$ cat src/rtl/instr_mem_pkg.sv
// -----------------------------------------------------------------------------
// instr_mem_pkg
// Shared definitions for the instruction fetch memory:
//   - default widths for the PC, instruction and memory size
//   - fault encodings carried on rsp_fault
//   - the all-zero NOP instruction returned alongside a fault
//   - response-register state encoding
//   - fault classification helper (misaligned beats out of range)
// -----------------------------------------------------------------------------
package instr_mem_pkg;

  localparam int DEF_ADDR_WIDTH  = 64;
  localparam int DEF_INSTR_WIDTH = 32;
  localparam int DEF_DEPTH_BYTES = 256;

  localparam logic [1:0] FAULT_OK       = 2'b00;
  localparam logic [1:0] FAULT_MISALIGN = 2'b01;
  localparam logic [1:0] FAULT_RANGE    = 2'b10;

  localparam logic [DEF_INSTR_WIDTH-1:0] NOP_INSTR = '0;

  typedef enum logic {
    RSP_EMPTY = 1'b0,
    RSP_FULL  = 1'b1
  } rsp_state_e;

  // Misalignment is reported even when the address is also out of range.
  function automatic logic [1:0] classify_fault(input logic misaligned,
                                                input logic out_of_range);
    logic [1:0] fault;
    fault = FAULT_OK;
    if (misaligned) begin
      fault = FAULT_MISALIGN;
    end else if (out_of_range) begin
      fault = FAULT_RANGE;
    end
    return fault;
  endfunction

endpackage

$ cat src/rtl/byte_ram.sv
// -----------------------------------------------------------------------------
// byte_ram
// DEPTH_BYTES x 8 storage with one synchronous byte write port and
// INSTR_BYTES combinational read taps at consecutive addresses, so a whole
// instruction is visible in the same cycle its address is presented.
// Contents are never reset.
//
// Ports:
//   clk      in   clock, rising edge
//   i_we     in   write enable for one byte
//   i_waddr  in   byte write address
//   i_wdata  in   byte to write
//   i_raddr  in   address of the lowest byte of the read window
//   o_rdata  out  INSTR_BYTES bytes, byte at i_raddr in [7:0]
// -----------------------------------------------------------------------------
module byte_ram #(
  parameter int DEPTH_BYTES = 256,
  parameter int INSTR_BYTES = 4,
  parameter int AW          = $clog2(DEPTH_BYTES)
) (
  input  logic                     clk,
  input  logic                     i_we,
  input  logic [AW-1:0]            i_waddr,
  input  logic [7:0]               i_wdata,
  input  logic [AW-1:0]            i_raddr,
  output logic [INSTR_BYTES*8-1:0] o_rdata
);

  logic [7:0] r_mem [DEPTH_BYTES];

  always_ff @(posedge clk) begin
    if (i_we) begin
      r_mem[i_waddr] <= i_wdata;
    end
  end

  // Tap addresses wrap modulo the memory size; a wrapped window only occurs
  // for out-of-range fetches, whose data the caller discards.
  genvar gi;
  generate
    for (gi = 0; gi < INSTR_BYTES; gi++) begin : g_tap
      assign o_rdata[gi*8 +: 8] = r_mem[i_raddr + AW'(gi)];
    end
  endgenerate

endmodule

$ cat src/rtl/instr_fetch_mem.sv
// -----------------------------------------------------------------------------
// instr_fetch_mem
// Byte-addressed, little-endian instruction memory with a valid/ready fetch
// port, a one-entry registered response stage and a byte-wide load port.
// Misaligned and out-of-range fetches return a zero instruction plus a fault
// code instead of memory data.
//
// Ports:
//   clk, rst         clock (rising edge), asynchronous active-high reset
//   req_valid/ready  fetch handshake; ready drops during loads or when the
//                    response register is full and not being drained
//   req_pc           byte address of the instruction to fetch
//   rsp_valid/ready  response handshake
//   rsp_instr        fetched instruction (zero on fault)
//   rsp_pc           PC of the response
//   rsp_fault        00 ok, 01 misaligned, 10 out of range
//   load_en/addr/data  single-byte program write
//   load_err         sticky: a load hit an out-of-range address
// -----------------------------------------------------------------------------
module instr_fetch_mem
  import instr_mem_pkg::*;
#(
  parameter int ADDR_WIDTH  = DEF_ADDR_WIDTH,
  parameter int INSTR_WIDTH = DEF_INSTR_WIDTH,
  parameter int DEPTH_BYTES = DEF_DEPTH_BYTES
) (
  input  logic                   clk,
  input  logic                   rst,
  input  logic                   req_valid,
  output logic                   req_ready,
  input  logic [ADDR_WIDTH-1:0]  req_pc,
  output logic                   rsp_valid,
  input  logic                   rsp_ready,
  output logic [INSTR_WIDTH-1:0] rsp_instr,
  output logic [ADDR_WIDTH-1:0]  rsp_pc,
  output logic [1:0]             rsp_fault,
  input  logic                   load_en,
  input  logic [ADDR_WIDTH-1:0]  load_addr,
  input  logic [7:0]             load_data,
  output logic                   load_err
);

  localparam int INSTR_BYTES = INSTR_WIDTH / 8;
  localparam int OFF_W       = $clog2(INSTR_BYTES);
  localparam int MEM_AW      = $clog2(DEPTH_BYTES);

  // Highest PC whose whole instruction still fits, and the first byte
  // address past the end; both compared at full ADDR_WIDTH.
  localparam logic [ADDR_WIDTH-1:0] LAST_PC    = ADDR_WIDTH'(DEPTH_BYTES - INSTR_BYTES);
  localparam logic [ADDR_WIDTH-1:0] DEPTH_ADDR = ADDR_WIDTH'(DEPTH_BYTES);

  rsp_state_e             r_state;
  rsp_state_e             w_state_next;
  logic [INSTR_WIDTH-1:0] r_rsp_instr;
  logic [ADDR_WIDTH-1:0]  r_rsp_pc;
  logic [1:0]             r_rsp_fault;
  logic                   r_load_err;

  logic                   w_req_ready;
  logic                   w_accept;
  logic                   w_misaligned;
  logic                   w_out_of_range;
  logic [1:0]             w_fault;
  logic                   w_load_in_range;
  logic                   w_ram_we;
  logic [INSTR_WIDTH-1:0] w_ram_rdata;
  logic [INSTR_WIDTH-1:0] w_fetch_instr;

  // ---------------------------------------------------------------------------
  // Handshake
  // ---------------------------------------------------------------------------
  // A load owns the cycle, so fetches never observe a half-written edge.
  assign w_req_ready = !load_en && ((r_state == RSP_EMPTY) || rsp_ready);
  assign w_accept    = req_valid && w_req_ready;

  // ---------------------------------------------------------------------------
  // Fault classification
  // ---------------------------------------------------------------------------
  generate
    if (OFF_W > 0) begin : g_align_check
      assign w_misaligned = |req_pc[OFF_W-1:0];
    end else begin : g_no_align_check
      assign w_misaligned = 1'b0;
    end
  endgenerate

  assign w_out_of_range = (req_pc > LAST_PC);
  assign w_fault        = classify_fault(w_misaligned, w_out_of_range);

  // ---------------------------------------------------------------------------
  // Storage
  // ---------------------------------------------------------------------------
  assign w_load_in_range = (load_addr < DEPTH_ADDR);
  assign w_ram_we        = load_en && w_load_in_range;

  byte_ram #(
    .DEPTH_BYTES (DEPTH_BYTES),
    .INSTR_BYTES (INSTR_BYTES),
    .AW          (MEM_AW)
  ) u_byte_ram (
    .clk     (clk),
    .i_we    (w_ram_we),
    .i_waddr (load_addr[MEM_AW-1:0]),
    .i_wdata (load_data),
    .i_raddr (req_pc[MEM_AW-1:0]),
    .o_rdata (w_ram_rdata)
  );

  // The read taps are combinational; a faulting fetch simply never lets the
  // tap data reach the response register.
  assign w_fetch_instr = (w_fault == FAULT_OK) ? w_ram_rdata
                                               : INSTR_WIDTH'(NOP_INSTR);

  // ---------------------------------------------------------------------------
  // Response register state machine
  // ---------------------------------------------------------------------------
  always_ff @(posedge clk or posedge rst) begin
    if (rst) begin
      r_state <= RSP_EMPTY;
    end else begin
      r_state <= w_state_next;
    end
  end

  always_comb begin
    w_state_next = r_state;
    case (r_state)
      RSP_EMPTY: begin
        if (w_accept) begin
          w_state_next = RSP_FULL;
        end
      end
      RSP_FULL: begin
        // An accept in the same cycle as a drain refills the register.
        if (rsp_ready && !w_accept) begin
          w_state_next = RSP_EMPTY;
        end
      end
      default: begin
        w_state_next = RSP_EMPTY;
      end
    endcase
  end

  // Payload only moves on accept, which keeps it stable while stalled.
  always_ff @(posedge clk or posedge rst) begin
    if (rst) begin
      r_rsp_instr <= '0;
      r_rsp_pc    <= '0;
      r_rsp_fault <= FAULT_OK;
    end else if (w_accept) begin
      r_rsp_instr <= w_fetch_instr;
      r_rsp_pc    <= req_pc;
      r_rsp_fault <= w_fault;
    end
  end

  // ---------------------------------------------------------------------------
  // Sticky load error
  // ---------------------------------------------------------------------------
  always_ff @(posedge clk or posedge rst) begin
    if (rst) begin
      r_load_err <= 1'b0;
    end else if (load_en && !w_load_in_range) begin
      r_load_err <= 1'b1;
    end
  end

  assign req_ready = w_req_ready;
  assign rsp_valid = (r_state == RSP_FULL);
  assign rsp_instr = r_rsp_instr;
  assign rsp_pc    = r_rsp_pc;
  assign rsp_fault = r_rsp_fault;
  assign load_err  = r_load_err;

endmodule

$ cat config.mk
export PLATFORM = sky130hd
export DESIGN_NAME = instr_fetch_mem
export DESIGN_NICKNAME = d
export VERILOG_FILES = /design/src/rtl/instr_mem_pkg.sv /design/src/rtl/byte_ram.sv /design/src/rtl/instr_fetch_mem.sv
export SDC_FILE = /design/constraint.sdc
export NUM_CORES = 2
export LEC_CHECK = 0
export CAP_MARGIN = 20
export CORE_MARGIN = 2
export CORE_UTILIZATION = 49
export CTS_CLUSTER_DIAMETER = 120
export DETAILED_ROUTE_END_ITERATION = 10
export PLACE_DENSITY = 0.65
export SYNTH_ARGS = -nofsm -noshare
export SYNTH_HDL_FRONTEND = slang
export SYNTH_HIERARCHICAL = 1
export SYNTH_SLANG_ARGS = --single-unit
$ cat constraint.sdc
create_clock -name clk -period 4.8 [get_ports clk]
set_input_delay 1.44 -clock clk [delete_from_list [all_inputs] [get_ports clk]]
set_output_delay 1.44 -clock clk [all_outputs]
set_load 0.02 [all_outputs]
==> out/results.txt <==
status: complete, but fails checks
failing checks: design-rule violations, negative setup slack
post-route cell area: 159,000 sq um
Synth Cell Area: 134,000 sq um
Startpoint Class: input port
hpwl dp: 388,000 um
Hold Crit Class: register to register
Post-CTS Resized: 0
PortBufs: 241
Post-Syn Nets: 7,959
Total Wirelength: 544,000 um
vias in the first global route: 92.3k
clk_lat worst skew: 0.97 ns
commonest non-fill, non-tap cells in the layout: 2,086 x mux4_2, 2,048 x edfxtp_1, 995 x buf_4
gpl congestion: 1.08
DR vias/cell: 7.75
fin crit share: 1.00
commonest non-fill, non-tap cell in the layout: mux4_2
WHS: 0.479 ns
clock skew: 0.0766 ns
Synth Area per Inst: 17.1 sq um
post-route DRC violation count: 1
chip height: 526 um
Yosys Warn Count: 6
setup violators final: 1
first-pass GRT wire length: 744,000 um
Ports: 242
FF+latch count, synth: 2,148
Worst EP required: 5.64 ns
crit end category: register
row cnt: 191
1st-iter DRT viols: 18.5k
P per Cell Area: 315 nW/um^2
CP max-delay cell: o2111ai_1
Post-CTS Hold Buffers: 0
starting density of the core: 0.493
CTS max path bufs: 4
GRT overflow: 0
ys flop type: edfxtp_1
clock transition at the registers of the reported paths: 0.06 ns
Die Wd: 526 um
Worst slew margin: 0.141
Final #Nets: 9,003
WL/cell: 43.0 um
CTS tree: done
Max-Cap Viols: 0
Worst Path Arrival: 5.67 ns
Largest delay share family, worst path: buffers and inverters
Worst-Margin Slew: 1.29 ns
CTS sink count: 2,148
share of cells above drive strength 1: 0.444
post-synthesis sequential area ratio: 0.479
area grow syn2layout: 18.9%
setup ws final: -0.0219 ns
Fmax achieved: 0.207 GHz
final antenna-violating net count: 0
RSZ-0062 raised after global routing: no
crit path cell chain: buf_16 -> buf_12 -> ha_1 -> buf_4 -> xor2_4 -> buf_4 -> buf_12 -> mux4_2 -> mux4_2 -> o2111ai_1 -> and4_1 -> nor3_1 -> nand2_1 -> o21ai_2
vias: 98.1k
Peak VDD IR: 0.376 mV
die area: 277,000 sq um
Synth cell types: 85
Pins Over Slew Limit: 0
H-tree levels: 4
final setup TNS: -0.0219 ns
Final Power: 0.0500 W
initial antenna violation count: 57
Leakage: 53.2 nW
CTS buffer count: 238
Root Buffer: clkbuf_16
Placed Cells: 12.2k
TritonRoute pass-1 iters: 11
Post-synth EDFFs: 2,048
post-synthesis cell count: 7,814
Fin. Hold Viols: 0
GRT Total Usage: 0.388
fin cells: 12.7k
slowest stage delay, CP: 0.93 ns
pin count of the biggest net entering global routing: 128
min cycle time layout: 4.82 ns
core area: 271,000 sq um
critical path class: input port to register
Post-synth ARST share: 0.0466
CP bufs+invs: 5
Layout fillers: 20.2k
Max Fanout on Critical Path: 25
DP Area: 151,000 sq um
postcts setup bufs: 0
cell type report:
class | count | area, sq um | area share
Tap cell | 3570 | 4470 | 0.0281
Multi-Input combinational cell | 4891 | 65600 | 0.413
Antenna cell | 42 | 105 | 0.000662
Clock inverter | 151 | 1710 | 0.0108
Inverter | 10 | 46.3 | 0.000292
Timing Repair Buffer | 1569 | 16600 | 0.104
Clock buffer | 286 | 6340 | 0.0400
Sequential cell | 2148 | 64000 | 0.403
final timing paths:
path / start / end / slack, ns / cells after the start
min reg2reg: rsp_instr[11]$_DFFE_PP0P_ / rsp_instr[11]$_DFFE_PP0P_ / 0.48 / 2
max in group asynchronous: rst / rsp_instr[0]$_DFFE_PP0P_ / 3.17 / 3
min in group asynchronous: rst / rsp_pc[26]$_DFFE_PP0P_ / 0.83 / 2
max: req_pc[0] / rsp_instr[8]$_DFFE_PP0P_ / -0.02 / 14
min: rsp_instr[11]$_DFFE_PP0P_ / rsp_instr[11]$_DFFE_PP0P_ / 0.48 / 2
max reg2reg: u_byte_ram/r_mem[139][0]$_DFFE_PP_ / rsp_instr[8]$_DFFE_PP0P_ / 1.52 / 7
power by group:
part,leakage [nW],internal (W),switching (W)
clock,3.89,0.0112,0.00805
sequential,19.6,0.0206,0.0000560
combinational,29.7,0.00422,0.00592
total,53.2,0.0360,0.0140
sequential cells by signal, summed over array words and instances (netlist names):
register / cells
u_byte_ram/r_mem: 2048
rsp_pc: 64
rsp_instr: 32
rsp_fault: 2
load_err: 1
rsp_valid: 1
routing by layer:
metal,vias to the layer above,global-route usage,part of all wire
li1,36100,-,-
met1,50700,0.489,0.33
met2,9513,0.548,0.43
met3,1779,0.177,0.17
met4,52,0.233,0.074
met5,-,0.0149,0.0020
through the flow:
| step | setup slack, ns | utilization |
|---|---|---|
| finish | -0.0219 | 0.586 |
| global route | 0.114 | 0.586 |
| CTS | 0.259 | 0.586 |
| detailed placement | -0.696 | 0.556 |
| global placement | -1.07 | 0.556 |
| floorplan | -0.0147 | - |
cell usage after synthesis (all sizes together), types with 28 or more instances:
cell / instances / share of area
clkbuf: 203 / 0.0057
mux2i: 526 / 0.039
nand4: 56 / 0.0026
a21oi: 76 / 0.0029
nand3: 190 / 0.0071
o221ai: 50 / 0.0033
mux4: 2086 / 0.35
a311oi: 32 / 0.0021
a32oi: 56 / 0.0037
nor3: 34 / 0.0013
a221oi: 28 / 0.0018
a211oi: 49 / 0.0028
dfrtp: 100 / 0.019
mux2: 114 / 0.0096
nor4: 31 / 0.0017
edfxtp: 2048 / 0.46
buf: 562 / 0.027
nand2: 755 / 0.021
nor2: 362 / 0.010
a31oi: 36 / 0.0017
o21ai: 77 / 0.0037
cells by family (layout without fill, tap and decap cells):
kind of cell	Yosys count	in the layout	share of synthesized area
compound gates	617	617	0.0357
simple gates	1512	1512	0.0482
mux	2726	2726	0.401
flops	2148	2148	0.479
buf+inv	775	2016	0.0335
other cells	0	42	0
xor+xnor	32	32	0.00232
fa+ha+maj	4	4	0.000375
worst reg2reg max path: stages, from the launching register on:
cell       delay (ns)
edfxtp_1         0.45
mux4_2           0.48
mux4_2           0.47
o2111ai_1        0.93
and4_1           0.53
nor3_1           0.13
nand2_1          0.13
o21ai_2          0.05
Note: power is estimated with default switching activity, not from simulation.
